--- config.mk ---
export PLATFORM = sky130hd
export DESIGN_NAME = riscv_v_lmul_sequencer
export DESIGN_NICKNAME = d
export VERILOG_FILES = /design/src/rtl/riscv_v_lmul_sequencer.sv
export SDC_FILE = /design/constraint.sdc
export NUM_CORES = 1
export LEC_CHECK = 0
export ABC_AREA = 1
export CAP_MARGIN = 30
export CORE_MARGIN = 5
export CORE_UTILIZATION = 40
export CTS_BUF_LIST = sky130_fd_sc_hd__clkbuf_2 sky130_fd_sc_hd__clkbuf_4 sky130_fd_sc_hd__clkbuf_8
export DETAILED_ROUTE_END_ITERATION = 8
export GPL_ROUTABILITY_DRIVEN = 0
export PLACE_DENSITY = 0.66
export SYNTH_ARGS = -nofsm -noshare
export SYNTH_HDL_FRONTEND = slang
export SYNTH_SLANG_ARGS = --single-unit
--- constraint.sdc ---
create_clock -name clk -period 3.11 [get_ports clk]
set_clock_uncertainty 0.05 [all_clocks]
set_input_delay 0.4665 -clock clk [delete_from_list [all_inputs] [get_ports clk]]
set_output_delay 0.4665 -clock clk [all_outputs]
set_load 0.05 [all_outputs]
--- src/rtl/riscv_v_lmul_sequencer.sv ---
// riscv_v_lmul_sequencer
// Breaks one decoded vector instruction with register grouping (LMUL 1/2/4/8)
// into per-register micro-ops and issues them one at a time to execute.
//
// Handshake: a transfer happens on a cycle where valid & ready are both high
// at the rising clock edge. A producer holding valid high keeps its payload
// stable until that transfer. in_ready is high only in IDLE; while ISSUE is
// active every out_* field holds until out_valid & out_ready.
module riscv_v_lmul_sequencer #(
  parameter int ADDR_W = 5,
  parameter int VL_W   = 11,
  parameter int ELOG_W = 4
) (
  input  logic              clk,
  input  logic              rst,
  input  logic              flush,
  input  logic              in_valid,
  output logic              in_ready,
  input  logic [2:0]        in_vlmul,
  input  logic [ELOG_W-1:0] in_elog,
  input  logic [VL_W-1:0]   in_vl,
  input  logic [VL_W-1:0]   in_vstart,
  input  logic [ADDR_W-1:0] in_vd,
  input  logic [ADDR_W-1:0] in_vs1,
  input  logic [ADDR_W-1:0] in_vs2,
  input  logic              in_is_reduct,
  input  logic              in_is_mask,
  output logic              out_valid,
  input  logic              out_ready,
  output logic [ADDR_W-1:0] out_vd,
  output logic [ADDR_W-1:0] out_vs1,
  output logic [ADDR_W-1:0] out_vs2,
  output logic [2:0]        out_uop_idx,
  output logic [VL_W-1:0]   out_elem_base,
  output logic [VL_W-1:0]   out_vstart,
  output logic              out_first,
  output logic              out_last,
  output logic              done,
  output logic              err_vstart_reduct,
  output logic              dbg_state
);

  typedef enum logic {IDLE = 1'b0, ISSUE = 1'b1} state_t;

  state_t state_q, state_d;

  // Latched instruction context
  logic [ADDR_W-1:0] vd_q, vs1_q, vs2_q;
  logic [ELOG_W-1:0] elog_q;
  logic [VL_W-1:0]   vs_q;
  logic [2:0]        kf_q, kl_q, k_q;
  logic              reduct_q, mask_q;
  logic              done_q, err_q;
  logic              done_d, err_d;

  // Accept-time decode
  logic [2:0]    n_m1;
  logic [VL_W:0] e_m1;
  logic [VL_W:0] ceil_cnt;
  logic [VL_W:0] kl_data;
  logic [VL_W:0] kl_full;
  logic [VL_W-1:0] vs_eff;
  logic [VL_W-1:0] kf_full;
  logic          empty;
  logic          accept, fire, is_first, is_last, load;

  // Group size minus one; fractional LMUL encodings behave as LMUL=1
  always_comb begin
    n_m1 = 3'd0;
    case (in_vlmul)
      3'd1:    n_m1 = 3'd1;
      3'd2:    n_m1 = 3'd3;
      3'd3:    n_m1 = 3'd7;
      default: n_m1 = 3'd0;
    endcase
  end

  // Element range of the instruction mapped onto register indices kf..kl
  always_comb begin
    vs_eff   = in_is_reduct ? '0 : in_vstart;
    e_m1     = ({{VL_W{1'b0}}, 1'b1} << in_elog) - 1'b1;
    ceil_cnt = ({1'b0, in_vl} + e_m1) >> in_elog;
    kl_data  = ceil_cnt - 1'b1;
    kl_full  = (kl_data < {{(VL_W-2){1'b0}}, n_m1}) ? kl_data
                                                    : {{(VL_W-2){1'b0}}, n_m1};
    kf_full  = vs_eff >> in_elog;
    empty    = (in_vl == '0) || (vs_eff >= in_vl) ||
               ({1'b0, kf_full} > kl_full);
  end

  assign accept   = in_valid && (state_q == IDLE);
  assign fire     = (state_q == ISSUE) && out_ready;
  assign is_first = (k_q == kf_q);
  assign is_last  = (k_q == kl_q);
  assign load     = !flush && accept && !empty;

  // FSM state register
  always_ff @(posedge clk or negedge rst) begin
    if (!rst) begin
      state_q <= IDLE;
      done_q  <= 1'b0;
      err_q   <= 1'b0;
    end else begin
      state_q <= state_d;
      done_q  <= done_d;
      err_q   <= err_d;
    end
  end

  // Next state and one-cycle pulses; flush overrides accept and handshake
  always_comb begin
    state_d = state_q;
    done_d  = 1'b0;
    err_d   = 1'b0;
    if (flush) begin
      state_d = IDLE;
    end else begin
      case (state_q)
        IDLE: begin
          if (accept) begin
            err_d = in_is_reduct && (in_vstart != '0);
            if (empty) done_d  = 1'b1;
            else       state_d = ISSUE;
          end
        end
        ISSUE: begin
          if (fire && is_last) begin
            state_d = IDLE;
            done_d  = 1'b1;
          end
        end
        default: state_d = IDLE;
      endcase
    end
  end

  // Instruction context latch and micro-op index advance
  always_ff @(posedge clk or negedge rst) begin
    if (!rst) begin
      vd_q     <= '0;
      vs1_q    <= '0;
      vs2_q    <= '0;
      elog_q   <= '0;
      vs_q     <= '0;
      kf_q     <= '0;
      kl_q     <= '0;
      k_q      <= '0;
      reduct_q <= 1'b0;
      mask_q   <= 1'b0;
    end else if (load) begin
      vd_q     <= in_vd;
      vs1_q    <= in_vs1;
      vs2_q    <= in_vs2;
      elog_q   <= in_elog;
      vs_q     <= vs_eff;
      kf_q     <= kf_full[2:0];
      kl_q     <= kl_full[2:0];
      k_q      <= kf_full[2:0];
      reduct_q <= in_is_reduct;
      mask_q   <= in_is_mask;
    end else if (!flush && fire && !is_last) begin
      k_q <= k_q + 3'd1;
    end
  end

  assign in_ready          = (state_q == IDLE);
  assign out_valid         = (state_q == ISSUE);
  assign dbg_state         = state_q;
  assign done              = done_q;
  assign err_vstart_reduct = err_q;
  assign out_uop_idx       = k_q;
  assign out_vd            = (mask_q || reduct_q) ? vd_q : vd_q + ADDR_W'(k_q);
  assign out_vs1           = reduct_q ? vs1_q : vs1_q + ADDR_W'(k_q);
  assign out_vs2           = vs2_q + ADDR_W'(k_q);
  assign out_elem_base     = VL_W'(k_q) << elog_q;
  assign out_vstart        = is_first ? (vs_q - out_elem_base) : '0;
  assign out_first         = out_valid && is_first;
  assign out_last          = out_valid && is_last;

endmodule

==> impl_metrics.toml, run 1 <==
[placed_design]
numPlacedInstances = 1293
pre_cts_ws_ns = -3.534
hpwl_mm = 14.24
io_buffers = 97

[clock_network]
ctsHoldBuffers = 0
clk-insertion-delay-late_ns = 0.31
path_clk_slew_ns = 0.09
clockRootBuffer = "clkbuf_8"
clk_path_buf_depth = 2
cts.sinks = 44
cts_buffers = 5
cts_tree = "done"
h-tree-depth = 2

[floorplan]
core_sq_um = 13350
pin_count = 98
fp.dieH_um = 127.2
die_area_sq_um = 16180
die_width_um = 127.2
rows = 42
start_util_pct = 41.15

[sta]
setup_tns_ns = -116.42
setup_viol = 52
fmax_ghz = 0.1728
relSlewSlack_pct = 59.01
period_share_pct = 186.1
hold_violations = 0
post-route-min-period_ns = 5.788
setup_ws_ns = -2.678
tightest_slew_ns = 0.6148
slew_viol_final = 0
rsz0062_at_grt = "true"

[route]
detail_route.iter0.violations = 539
drc_errors = 0
drtPass1Iterations = 5
antenna_left = 0
routedWlPerCell_um = 16.18
wirelength_mm = 22.33
vias = 7197
avgViaCountPerCell = 5.215

[final_layout]
final_cell_mix = "buf_4, nand2_1, inv_1"
nFillCells = 935
finalCoreUtilization_pct = 76.21
diodes = 0
nets = 1325
layout_commonest_cell = "buf_4"
area_growth_pct = 85.19
drive_gt1_share_pct = 44.02
layout.cells.non_filler = 1380

[power_and_ir_drop]
p_leak_nw = 5.156
combPwrFrac_pct = 81.0
powerDensity_nw_per_um2 = 695.8
p_sw_share_pct = 49.59
clkPwrFrac_pct = 6.6
internal-power_w = 0.003568
peakVddDrop_v = 0.0004445
seq_power_share_pct = 12.4
fin_total_pwr_w = 0.007078
p_sw_w = 0.003510

[job]
max_cap_violations = 0

[yosys]
yosysSeqAreaShare_pct = 20.05
async_flop_share_pct = 100.0
syn_inst = 869
syn-cell-area_sq_um = 5493
ys_seq_elements = 44
ys_types = 53
synth_edf_count = 0
synth_area_per_cell_sq_um = 6.321
yosysWarnings = 0
synth_flop_cell = "dfrtp_1"

[worst_setup_path]
cpMostUsedCell = "nand3_2"
end_kind = "register"
regToRegSetupSlack_ns = 1.12
cp_slowest_cell = "a2111o_1"
arrival_ns = 5.99
cp_slowest_stage_delay_ns = 0.43
r2r_cells = 10
r2r-end = "out_uop_idx[1]"
r2r_start = "out_uop_idx[0]"
cp_max_fo = 5
required_ns = 3.31
cp-start-kind = "input pin"
setup.worst_path.start = "in_elog[2]"
critPathKind = "input pin to register"

[global_routing]
grt_max_degree = 28
grt_pass1_vias = 6729
grt_pass1_wl_mm = 30.82
antenna_found_initial = 0
grt_overflow = 0
grt_usage_pct = 22.92

[outcome]
outcome = "complete, but fails checks"
failed_checks = "negative setup slack"

[worst_hold_path]
hp-class = "input pin to async pin"
[timing repair]
item / 4_1_cts / 5_1_grt
gates resized for setup: 145 / 150
pin swaps: 67 / 80
buffers inserted: 70 / 29
cloned: 3 / 3
endpoints found under the setup margin: 53 / 56
[sequential cells by signal, summed over array words and instances (netlist names)]
| signal | flops |
|---|---|
| err_vstart_reduct | 1 |
| kl_q | 3 |
| elog_q | 4 |
| vd_q | 5 |
| done | 1 |
| out_uop_idx | 3 |
| dbg_state | 1 |
| vs_q | 11 |
| reduct_q | 1 |
| vs2_q | 5 |
| vs1_q | 5 |
| mask_q | 1 |
| kf_q | 3 |
[critical path: cells and delay by family]
| kind | cells | cell delay (ns) |
|---|---|---|
| AND/OR/NAND/NOR | 22 | 2.07 |
| buffers and inverters | 17 | 1.31 |
| adder cells (fa/ha/maj) | 6 | 1.08 |
| AO/OA/AOI/OAI | 7 | 1.02 |
[worst max path at each step]
stage / end / slack (ns) / cells after the start
floorplan: vs_q[5] / -2.49 / 48
CTS: reduct_q / -2.58 / 52
global route: out_uop_idx[1] / -3.09 / 47
detailed placement: vs1_q[1] / -3.53 / 47
global placement: vd_q[4] / -3.41 / 47
finish: out_uop_idx[1] / -2.68 / 52
[kinds of logic (layout without fill, tap and decap cells)]
logic type      after synthesis  count (layout)  synth area share (%)
fa+ha+maj                    71              71                 16.86
simple gates                450             450                 36.10
xor+xnor                     18              18                 3.007
buf+inv                     173             501                 12.07
compound gates              109             109                 11.28
flops                        44              44                 20.05
other cells                   1               8               0.06827
mux                           3               3                0.5695
[cell type report]
cell class | instances | area [sq um] | share of cell area (%)
Clock inverter | 2 | 38.79 | 0.3813
Multi-Input combinational cell | 659 | 4852 | 47.70
Sequential cell | 44 | 1110 | 10.91
Tap cell | 176 | 220.2 | 2.165
Timing Repair Buffer | 342 | 3247 | 31.92
Inverter | 151 | 621.8 | 6.113
Clock buffer | 6 | 82.58 | 0.8118
[per-layer routing]
layer / up-vias / GRT usage (%) / wire length (um)
met3: 83 / 2.212 / 1021
met5: - / 0 / 0
met4: 0 / 8.391 / 915
li1: 3450 / - / -
met2: 298 / 43.15 / 11980
met1: 3366 / 26.81 / 8410
[metrics by stage]
stage	hold slack [ns]	cell area (sq um)
floorplan	0.1209	5947
global placement	0.4086	8387
detailed placement	0.4189	8387
CTS	0.1166	9509
global route	0.1573	10170
finish	0.1061	10170
[cell usage after synthesis (6+ instances only)]
master	count	area [sq um]
inv_1	146	548.0
nand2_1	254	953.4
xnor2_1	13	113.9
ha_1	66	825.8
o22ai_1	8	50.05
nor2_1	62	232.7
nand2_2	10	62.56
dfrtp_1	44	1101
a21oi_1	30	150.1
nand3_1	79	395.4
buf_2	8	40.04
nor3b_1	7	52.55
nand3_2	6	60.06
clkbuf_1	12	45.04
nand4_1	10	62.56
o21ai_0	49	245.2
[power groups by stage]
stage	Sequential, W	Combinational [W]	Clock (W)
after floorplan	0.000935	0.00264	0
after global placement	0.000843	0.00440	0
after detailed placement	0.000844	0.00447	0
after CTS	0.000840	0.00517	0.000468
after global routing	0.000891	0.00606	0.000498
final	0.000880	0.00573	0.000464
No activity file was read; power rests on OpenSTA's default activity.
==> run 2: changes to the inputs <==
--- a/config.mk
+++ b/config.mk
@@ -12,7 +12,8 @@
 export CTS_BUF_LIST = sky130_fd_sc_hd__clkbuf_2 sky130_fd_sc_hd__clkbuf_4 sky130_fd_sc_hd__clkbuf_8
 export DETAILED_ROUTE_END_ITERATION = 8
 export GPL_ROUTABILITY_DRIVEN = 0
-export PLACE_DENSITY = 0.66
+export MAX_ROUTING_LAYER = met4
+export PLACE_DENSITY = 0.63
 export SYNTH_ARGS = -nofsm -noshare
 export SYNTH_HDL_FRONTEND = slang
 export SYNTH_SLANG_ARGS = --single-unit
==> constraint.sdc (replaced) <==
create_clock -name clk -period 5.7 [get_ports clk]
set_clock_uncertainty 0.05 [all_clocks]
set_input_delay 0.855 -clock clk [delete_from_list [all_inputs] [get_ports clk]]
set_output_delay 0.855 -clock clk [all_outputs]
set_load 0.05 [all_outputs]
==> impl_metrics.toml, run 2 (synthesized netlist as in run 1, its figures left out) <==
[outcome]
outcome = "complete, but fails checks"
failed_checks = "negative setup slack"

[final_layout]
nFillCells = 1150
largest_reg_flops = 11
nets = 1241
area_growth_pct = 63.58
final_cell_mix = "nand2_1, buf_4, inv_1"
largest_register = "vs_q"
layout_commonest_cell = "nand2_1"
diodes = 0
drive_gt1_share_pct = 33.24

[worst_setup_path]
cp_max_fo = 6
r2r_cells = 10
cpMostUsedCell = "buf_4"
cp_slowest_cell = "a2111o_1"
crit_cells = 47
arrival_ns = 6.40
end_kind = "register"
required_ns = 5.84
critPathKind = "input pin to register"
critPathTopFamily = "buffers and inverters"
cp_slowest_stage_delay_ns = 0.42
cp-start-kind = "input pin"
crit_buf_inv = 27

[floorplan]
die_area_sq_um = 16180
start_util_pct = 41.15
die_width_um = 127.2
pin_count = 98
rows = 42
fp.dieH_um = 127.2
core_sq_um = 13350

[clock_network]
cts_buffers = 5
clk_path_buf_depth = 2
cts.sinks = 44
h-tree-depth = 2
clk-insertion-delay-late_ns = 0.30
ctsHoldBuffers = 0
path_clk_slew_ns = 0.07
cts_tree = "done"
clockRootBuffer = "clkbuf_8"

[power_and_ir_drop]
p_leak_nw = 4.522
clkPwrFrac_pct = 9.5
fin_total_pwr_w = 0.002930
p_sw_w = 0.001509
powerDensity_nw_per_um2 = 326.1
seq_power_share_pct = 16.1
peakVddDrop_v = 0.0001312
combPwrFrac_pct = 74.4
p_sw_share_pct = 51.51
internal-power_w = 0.001421

[sta]
tightest_slew_ns = 0.5225
period_share_pct = 109.9
fmax_ghz = 0.1596
slew_viol_final = 0
hold_violations = 0
setup_ws_ns = -0.5650
post-route-min-period_ns = 6.265
setup_viol = 43
rsz0062_at_grt = "true"
relSlewSlack_pct = 65.07
setup_tns_ns = -21.91

[global_routing]
grt_pass1_wl_mm = 29.26
grt_usage_pct = 22.36
antenna_found_initial = 0
grt_overflow = 0
grt_pass1_vias = 6378
grt_max_degree = 40

[route]
avgViaCountPerCell = 5.002
detail_route.iter0.violations = 310
vias = 6477
drtPass1Iterations = 4
antenna_left = 0
drc_errors = 0
routedWlPerCell_um = 14.10
wirelength_mm = 18.27

[job]
max_cap_violations = 0

[placed_design]
hpwl_mm = 13.45
io_buffers = 97

[worst_hold_path]
hp-class = "input pin to async pin"
==> run 2: metal layers <==
layer / part of all wire, % / track usage [%] / up-vias
li1: - / - / 3291
met2: 51 / 40.07 / 164
met5: 0 / - / -
met4: 2.6 / 7.129 / 0
met1: 42 / 26.70 / 2981
met3: 4.1 / 1.669 / 41
==> run 2: worst reg2reg max path, cell delays in order, from the launching register on <==
cell and delay (ns):
dfrtp_1 0.44, inv_1 0.21, nand2_1 0.08, nor2_1 0.09, inv_1 0.14, nor2_4 0.16, buf_6 0.14, clkinv_8 0.08
clkbuf_16 0.18, nand2_2 0.05, nand2_1 0.04
==> run 2: power by group through the flow <==
stage	registers [W]	clock network (W)	logic, W
global route	0.000483	0.000293	0.00237
floorplan	0.000501	0	0.00130
global placement	0.000459	0	0.00195
finish	0.000472	0.000277	0.00218
detailed placement	0.000463	0	0.00197
CTS	0.000462	0.000283	0.00210
==> run 2: layout make-up <==
| type | count | area (sq um) | area share [%] |
|---|---|---|---|
| repair buffers | 258 | 2370 | 26.38 |
| flip-flops and latches | 44 | 1101 | 12.25 |
| inverters | 151 | 615.6 | 6.851 |
| clock inverters | 2 | 60.06 | 0.6684 |
| multi-input cells | 659 | 4549 | 50.63 |
| clock buffers | 5 | 68.82 | 0.7659 |
| well taps | 176 | 220.2 | 2.451 |
==> run 2: worst paths after layout <==
| check | startpoint | endpoint | slack (ns) |
|---|---|---|---|
| max | in_elog[1] | kf_q[0] | -0.57 |
| min | rst | err_vstart_reduct | 0.34 |
| max reg2reg | dbg_state | kf_q[0] | 3.93 |
| min reg2reg | vs2_q[0] | vs2_q[0] | 0.45 |
| max in group asynchronous | rst | kf_q[0] | 4.81 |
| min in group clk | vs2_q[0] | vs2_q[0] | 0.45 |
==> run 2: metrics by stage <==
step	hold WS [ns]	area (sq um)	std cells	worst slack (ns)	utilization (%)
after floorplan	0.3929	5752	876	-0.2895	-
after global placement	0.4043	7566	1223	-1.293	56.68
after detailed placement	0.4102	7586	1224	-1.426	56.83
after CTS	0.3321	8562	1289	-0.3297	64.15
after global routing	0.3363	8985	1295	-0.8229	67.31
final	0.3384	8985	1295	-0.5650	67.31
==> run 2: timing repair <==
action / 4_1_cts / 5_1_grt
setup endpoints to repair: 43 / 43
buffers inserted: 58 / 7
gates resized for setup: 133 / 95
gates cloned: 2 / 2
pin swaps: 40 / 51
==> run 3: changes to the inputs <==
--- a/config.mk
+++ b/config.mk
@@ -8,12 +8,12 @@
 export ABC_AREA = 1
 export CAP_MARGIN = 30
 export CORE_MARGIN = 5
-export CORE_UTILIZATION = 40
+export CORE_UTILIZATION = 50
 export CTS_BUF_LIST = sky130_fd_sc_hd__clkbuf_2 sky130_fd_sc_hd__clkbuf_4 sky130_fd_sc_hd__clkbuf_8
 export DETAILED_ROUTE_END_ITERATION = 8
 export GPL_ROUTABILITY_DRIVEN = 0
 export MAX_ROUTING_LAYER = met4
-export PLACE_DENSITY = 0.63
+export PLACE_DENSITY = 0.76
 export SYNTH_ARGS = -nofsm -noshare
 export SYNTH_HDL_FRONTEND = slang
 export SYNTH_SLANG_ARGS = --single-unit
==> impl_metrics.toml, run 3 (synthesized netlist as in run 1, its figures left out) <==
[final_layout]
largest_reg_flops = 11
drive_gt1_share_pct = 30.71
final_cell_mix = "nand2_1, inv_1, buf_4"
diodes = 0
largest_register = "vs_q"
finalCoreUtilization_pct = 79.74
layout_commonest_cell = "nand2_1"
nets = 1212
area_growth_pct = 56.67

[worst_setup_path]
cp-start-kind = "input pin"
critPathTopFamily = "simple AND/OR/NAND/NOR gates"
required_ns = 5.87
cpMostUsedCell = "buf_4"
cp_max_fo = 8
critPathKind = "input pin to register"
cp_slowest_cell = "a2111o_1"
crit_buf_inv = 18
end_kind = "register"
cp_slowest_stage_delay_ns = 0.38
arrival_ns = 6.37

[clock_network]
path_clk_slew_ns = 0.10
clk_path_buf_depth = 2
h-tree-depth = 2
cts_tree = "done"
ctsHoldBuffers = 0
clk-insertion-delay-late_ns = 0.31
clockRootBuffer = "clkbuf_8"
cts_buffers = 5
cts.sinks = 44

[sta]
setup_ws_ns = -0.4976
tightest_slew_ns = 0.7157
rsz0062_at_grt = "true"
slew_viol_final = 0
hold_violations = 0
period_share_pct = 108.7
post-route-min-period_ns = 6.198
fmax_ghz = 0.1614
relSlewSlack_pct = 52.29
setup_viol = 43

[route]
vias = 6759
antenna_left = 0
drtPass1Iterations = 7
wirelength_mm = 19.07
routedWlPerCell_um = 15.49
avgViaCountPerCell = 5.491
drc_errors = 0
detail_route.iter0.violations = 479

[global_routing]
grt_max_degree = 40
grt_pass1_vias = 6394
grt_usage_pct = 27.15
grt_overflow = 0
antenna_found_initial = 0
grt_pass1_wl_mm = 28.86

[job]
max_cap_violations = 0

[power_and_ir_drop]
p_leak_nw = 4.348
peakVddDrop_v = 0.0003995
fin_total_pwr_w = 0.002915
powerDensity_nw_per_um2 = 338.8

[floorplan]
die_area_sq_um = 13180
die_width_um = 114.8
rows = 38
core_sq_um = 10790
start_util_pct = 50.89
pin_count = 98
fp.dieH_um = 114.8

[placed_design]
io_buffers = 97
hpwl_mm = 13.01

[worst_hold_path]
hp-class = "input pin to async pin"

[outcome]
failed_checks = "negative setup slack"
outcome = "complete, but fails checks"
run 3: cell count changes in the layout (fill, tap and decap cells not counted), sizes merged:
| cell | before | now |
|---|---|---|
| buf | 163 | 134 |
| bufinv | 2 | 1 |
| clkinvlp | 0 | 1 |
| inv | 149 | 150 |
run 3: layout make-up:
type                            count  area (sq um)
Clock buffer                        5         68.82
Tap cell                          140         175.2
Clock inverter                      3         46.29
Inverter                          151         600.6
Sequential cell                    44          1101
Timing Repair Buffer              229          2155
Fill cell                         732          2187
Multi-Input combinational cell    659          4459
run 3: repair_timing:
action	4_1_cts	5_1_grt
buffers inserted	37	8
setup endpoints to repair	43	43
hold endpoints to repair	0	0
pin swaps	41	21
resized for setup	104	105
cloned	2	2
run 3: metrics by stage:
step / std cells / cell area [sq um] / hold WS [ns] / setup WS (ns) / TNS, ns
floorplan: 876 / 5752 / 0.3929 / -0.2895 / -10.71
global placement: 1175 / 7418 / 0.4066 / -1.187 / -49.61
detailed placement: 1176 / 7438 / 0.4100 / -1.308 / -53.58
CTS: 1223 / 8155 / 0.3324 / -0.3436 / -12.31
global route: 1231 / 8606 / 0.3199 / -0.8353 / -33.10
finish: 1231 / 8606 / 0.3204 / -0.4976 / -18.02
run 3: worst paths after layout:
kind / start / endpoint / slack [ns] / cells past startpoint
max: in_elog[1] / reduct_q / -0.50 / 46
min: rst / vd_q[0] / 0.32 / 1
max reg2reg: out_uop_idx[2] / out_uop_idx[1] / 3.87 / 7
min reg2reg: vd_q[4] / vd_q[4] / 0.45 / 2
max in group asynchronous: rst / vs1_q[0] / 4.80 / 2
min in group clk: vd_q[4] / vd_q[4] / 0.45 / 2
run 3: metal layers:
metal	vias up	GRT usage, %	routed length (um)
li1	3227	-	-
met3	94	2.263	1162
met1	3117	31.07	7254
met2	321	49.90	9765
met4	0	8.920	888
met5	-	-	0
run 3: report_power, final:
part | leakage [nW] | internal, W | switching (W)
clock network | 0.0548 | 0.000132 | 0.000119
registers | 0.559 | 0.000390 | 0.0000945
logic | 3.73 | 0.000838 | 0.00134
total | 4.35 | 0.00136 | 0.00156
run 3: worst reg2reg max path, delay by kind of cell, from the launching register on:
family | cells | cell delay (ns)
AO/OA/AOI/OAI | 2 | 0.16
buffers and inverters | 1 | 0.06
flip-flops | 1 | 0.67
XOR/XNOR | 1 | 0.17
AND/OR/NAND/NOR | 3 | 0.61
